## config.mk

```make
export PLATFORM = sky130hd
export DESIGN_NAME = pipe_skid_stage
export DESIGN_NICKNAME = d
export VERILOG_FILES = /design/src/rtl/pipe_pkg.sv /design/src/rtl/pipe_slot.sv /design/src/rtl/pipe_skid_stage.sv
export SDC_FILE = /design/constraint.sdc
export NUM_CORES = 1
export LEC_CHECK = 0
export ABC_AREA = 1
export BUFFER_PORTS_ARGS = -buffer_cell sky130_fd_sc_hd__buf_2
export CAP_MARGIN = 0
export CORE_MARGIN = 1
export CORE_UTILIZATION = 49
export DETAILED_ROUTE_END_ITERATION = 16
export GPL_TIMING_DRIVEN = 0
export PLACE_DENSITY = 0.76
export SLEW_MARGIN = 30
export SYNTH_ARGS = -nofsm -noshare
export SYNTH_HDL_FRONTEND = slang
export SYNTH_SLANG_ARGS = --single-unit
export TNS_END_PERCENT = 20
```

## constraint.sdc

```tcl
create_clock -name clk -period 2.59 [get_ports clk]
set_input_delay 0.777 -clock clk [delete_from_list [all_inputs] [get_ports clk]]
set_output_delay 0.777 -clock clk [all_outputs]
set_load 0.01 [all_outputs]
```

## src/rtl/pipe_pkg.sv

```systemverilog
`default_nettype none
// ============================================================================
// Module   : pipe_pkg
// Purpose  : Shared state encoding and helpers for the pipeline skid stage.
// Revision : 1.0 - initial release
// ============================================================================
package pipe_pkg;

  typedef enum logic [1:0] {
    EMPTY = 2'd0,
    ONE   = 2'd1,
    FULL  = 2'd2
  } state_t;

  function automatic logic [1:0] state_count(input state_t s);
    logic [1:0] c_cnt;
    case (s)
      ONE:     c_cnt = 2'd1;
      FULL:    c_cnt = 2'd2;
      default: c_cnt = 2'd0;
    endcase
    return c_cnt;
  endfunction

endpackage
`default_nettype wire

```

## src/rtl/pipe_slot.sv

```systemverilog
`default_nettype none
// ============================================================================
// Module   : pipe_slot
// Purpose  : WIDTH-bit payload register with load enable, async reset to 0.
// Revision : 1.0 - initial release
// ============================================================================
module pipe_slot #(
  parameter int WIDTH = 32
) (
  input  logic             clk,
  input  logic             rst,
  input  logic             i_load,
  input  logic [WIDTH-1:0] i_data,
  output logic [WIDTH-1:0] o_data
);

  logic [WIDTH-1:0] r_data;

  always_ff @(posedge clk or posedge rst) begin
    if (rst) begin
      r_data <= '0;
    end else if (i_load) begin
      r_data <= i_data;
    end
  end

  assign o_data = r_data;

endmodule
`default_nettype wire

```

## src/rtl/pipe_skid_stage.sv

```systemverilog
`default_nettype none
// ============================================================================
// Module   : pipe_skid_stage
// Purpose  : Two-entry valid/ready skid buffer with fully registered outputs.
// Revision : 1.0 - initial release
// ============================================================================
module pipe_skid_stage
  import pipe_pkg::*;
#(
  parameter int WIDTH = 32
) (
  input  logic             clk,
  input  logic             rst,
  input  logic             in_valid,
  output logic             in_ready,
  input  logic [WIDTH-1:0] in_data,
  output logic             out_valid,
  input  logic             out_ready,
  output logic [WIDTH-1:0] out_data,
  input  logic             flush,
  output logic [1:0]       count
);

  state_t           r_state;
  state_t           w_state_nxt;
  logic             r_in_ready;
  logic             r_out_valid;
  logic [1:0]       r_count;
  logic             w_in_xfer;
  logic             w_out_xfer;
  logic             w_main_load;
  logic             w_skid_load;
  logic [WIDTH-1:0] w_main_d;
  logic [WIDTH-1:0] w_main_q;
  logic [WIDTH-1:0] w_skid_q;

  always_comb begin
    w_in_xfer   = in_valid && r_in_ready;
    w_out_xfer  = r_out_valid && out_ready;
    w_state_nxt = r_state;
    w_main_load = 1'b0;
    w_skid_load = 1'b0;
    w_main_d    = in_data;
    // Flush overrides everything; slot contents are left as-is.
    if (flush) begin
      w_state_nxt = EMPTY;
    end else begin
      case (r_state)
        EMPTY: begin
          if (w_in_xfer) begin
            w_main_load = 1'b1;
            w_state_nxt = ONE;
          end
        end
        ONE: begin
          case ({w_in_xfer, w_out_xfer})
            2'b10: begin
              w_skid_load = 1'b1;
              w_state_nxt = FULL;
            end
            2'b01: w_state_nxt = EMPTY;
            2'b11: w_main_load = 1'b1;
            default: w_state_nxt = ONE;
          endcase
        end
        FULL: begin
          if (w_out_xfer) begin
            w_main_load = 1'b1;
            w_main_d    = w_skid_q;
            w_state_nxt = ONE;
          end
        end
        default: w_state_nxt = EMPTY;
      endcase
    end
  end

  // Handshake outputs are registered copies of the next-state decode.
  always_ff @(posedge clk or posedge rst) begin
    if (rst) begin
      r_state     <= EMPTY;
      r_in_ready  <= 1'b0;
      r_out_valid <= 1'b0;
      r_count     <= 2'd0;
    end else begin
      r_state     <= w_state_nxt;
      r_in_ready  <= (w_state_nxt != FULL);
      r_out_valid <= (w_state_nxt != EMPTY);
      r_count     <= state_count(w_state_nxt);
    end
  end

  pipe_slot #(.WIDTH(WIDTH)) u_main (
    .clk    (clk),
    .rst    (rst),
    .i_load (w_main_load),
    .i_data (w_main_d),
    .o_data (w_main_q)
  );

  pipe_slot #(.WIDTH(WIDTH)) u_skid (
    .clk    (clk),
    .rst    (rst),
    .i_load (w_skid_load),
    .i_data (in_data),
    .o_data (w_skid_q)
  );

  assign in_ready  = r_in_ready;
  assign out_valid = r_out_valid;
  assign out_data  = w_main_q;
  assign count     = r_count;

endmodule
`default_nettype wire

```

==> metrics <==
vias in the first global route 2,784; gpl congestion ~0.78; Seq/Total Area, Yosys around 53%; worst path arrival time 0.90 ns; Int Pwr about 2800 uW; Mean Syn Cell Area between 8 and 9 um^2; final hold violations 0; Worst R2R Setup Slack 1.09 ns; initial DRC count approximately 180; first-pass GRT wire length ~13,000 um; R2R Path End u_main.o_data[21]; crit-path cells buf_2; TritonCTS Buffers 9; global route overflow 0; Worst EP required ~1.8 ns; leakage 0.00228 uW; Detailed Routing Iterations Pass 1 7; fin crit share 64.7%; Post-Synthesis Cells between 400 and 500; Crit path max-delay family flip-flops; status complete, no violations; Root Driver clkbuf_8; Nets between 500 and 600; largest net degree at the start of global routing 38; final setup violation count 0; clock tree buffer depth 2; crit path buf inv count 1; final wirelength ~7500 um; clock skew slightly above 0.01 ns; post_cts resized 0; Clk Latency, worst-skew pair 0.35 ns; final non-filler cell total 575; Slew @ Worst Pin 0.504 ns; post-detail-place hpwl between 5000 and 6000 um; crit path kind flip-flop to output port; RSZ-0062 raised after global routing false; drt wl/cell between 10 and 15 um; critical path endpoint out_data[5]; critical path's slowest cell dfrtp_1; placed instance count about 560; Clk pin slew, worst setup/hold paths roughly 0.08 ns; critical path depth in cells 1; VDD IR-drop max between 0.6 and 0.7 mV; drt drc 0; synth warn 0; Seq pwr share between 40% and 50%; MaxCap Viol Count 0; Setup Buffers After CTS 0; Fillers approximately 560; Combinational Power Share 33.3%; Worst Reg-to-Reg Cells 5; antenna viol nets, final 0; die area roughly 0.007 mm^2; NetSw between 1500 and 2000 uW; core outline area ~0.0064 mm^2; vias per inst 5.10; chip height about 84 um; #FFs+latches synth 70; CTS tree yes; Setup WS pre-CTS around 0.65 ns; ant diodes 0; Sw Share a little over a third; worst min path class input pin to asynchronous set/reset pin; area grow syn2layout 21.7%; Final min period approximately 1.7 ns; CP startpoint u_main.o_data[5]; I/O pins 73; I/O Buffers 72; initial core utilization between 50% and 60%; antenna violations before repair 0; Yosys cell types 17; H-tree depth 3; Vias ~2,900; pwr dens about 1100 mW/mm^2; # hold bufs at CTS 0; clock network power share 23.5%; share of cells above drive strength 1 around a quarter; Largest stage delay, worst path 0.40 ns; Slew headroom roughly 66%; reg2reg start r_state[0]; worst setup margin ~0.9 ns; Crit Path Max Fanout 2; max-slew violation count 0; Die Width between 80 and 90 um; gr usage total around 23%; Crit. End Element output port; Max Fclk between 0.5 and 0.6 GHz; clk sinks 70; Critical Path Start Type flip-flop; mapped cell area approximately 0.0033 mm^2; FP Rows 29; Synth Net Count approximately 450
==> worst register-to-register path, cell delays in order, from the launching register on <==
cell     delay (ns)
dfrtp_1        0.47
o21ai_1        0.28
nand3_2        0.23
buf_2          0.27
nand2_1        0.08
nand2_1        0.06
==> synthesized netlist by cell type <==
cell type	count	share of area [%]
buf_1	1	0.11
nor2_4	2	0.69
buf_6	3	1.0
inv_1	67	7.7
nor2_2	1	0.19
inv_2	5	0.57
buf_2	15	2.3
nand3_1	34	5.2
a21oi_2	1	0.27
nand2_1	134	15
nand3_2	3	0.92
dfrtp_1	70	53
o21ai_1	33	5.0
o21ai_0	1	0.15
clkbuf_1	5	0.57
nor2_1	1	0.11
nand4_1	33	6.3
==> power groups by stage <==
stage / clock network (uW) / registers [uW] / logic [uW]
2_1_floorplan: 0 / 1980 / 828
3_3_place_gp: 0 / 1860 / 1400
3_5_place_dp: 0 / 1880 / 1450
4_1_cts: 1030 / 1870 / 1460
5_1_grt: 1080 / 1920 / 1640
6_report: 1020 / 1870 / 1440
==> cell usage in the layout, fill, tap and decap left out <==
cell type / instances
a21oi_2: 1
buf_1: 1
buf_12: 1
buf_2: 87
buf_6: 3
bufinv_16: 2
clkbuf_1: 5
clkbuf_8: 11
clkinv_2: 1
clkinv_4: 1
clkinvlp_4: 1
dfrtp_1: 70
inv_1: 66
inv_2: 5
inv_4: 1
nand2_1: 134
nand3_1: 34
nand3_2: 3
nand4_1: 33
nor2_1: 1
nor2_2: 1
nor2_4: 2
o21ai_0: 1
o21ai_1: 33
==> area by class of cell <==
type	instances	area [um^2]	area share, %
flip-flops and latches	70	1750	43.9
repair buffers	73	380	9.54
well taps	77	96.3	2.42
clock buffers	11	151	3.80
clock inverters	5	81.3	2.04
multi-input cells	243	1120	28.1
inverters	72	273	6.84
plain buffers	24	131	3.30
==> sequential cells by signal, summed over array words and instances, names as in the netlist <==
register       count
in_ready           1
u_main.o_data     32
u_skid.o_data     32
out_valid          1
r_state            2
count              2
==> layer usage <==
metal	track usage [%]	vias up	wire [um]	share of wire, %
li1	-	1455	-	-
met1	30.3	1373	3350	45
met2	36.9	94	3620	48
met3	3.76	10	410	5.5
met4	9.24	0	107	1.4
met5	0	-	0	0
==> cell families after synthesis <==
logic type,after synthesis,share of synthesized area [%]
compound gates,35,5.46
flops,70,53.5
buf+inv,96,12.3
simple gates,208,28.8
==> worst min-delay path by stage <==
stage / startpoint / slack [ns] / end
6_report: rst / 0.43 / u_main.o_data[19]
3_3_place_gp: u_main.o_data[29] / 0.46 / u_main.o_data[29]
5_1_grt: rst / 0.46 / u_main.o_data[8]
4_1_cts: rst / 0.45 / u_main.o_data[8]
3_5_place_dp: u_main.o_data[31] / 0.46 / u_main.o_data[31]
2_1_floorplan: u_skid.o_data[0] / 0.46 / u_skid.o_data[0]
==> stage by stage <==
step / total power [uW] / hold slack (ns) / setup TNS (ns) / util [%] / cell area (um^2)
3_5_place_dp: 3330 / 0.460 / 0 / 58.8 / 3750
3_3_place_gp: 3260 / 0.457 / -56.07 / 58.4 / 3730
4_1_cts: 4360 / 0.448 / 0 / 62.4 / 3990
6_report: 4330 / 0.432 / 0 / 62.4 / 3990
2_1_floorplan: 2810 / 0.459 / 0 / - / 3270
5_1_grt: 4640 / 0.462 / 0 / 62.4 / 3990
(Power assumes the default switching activity.)
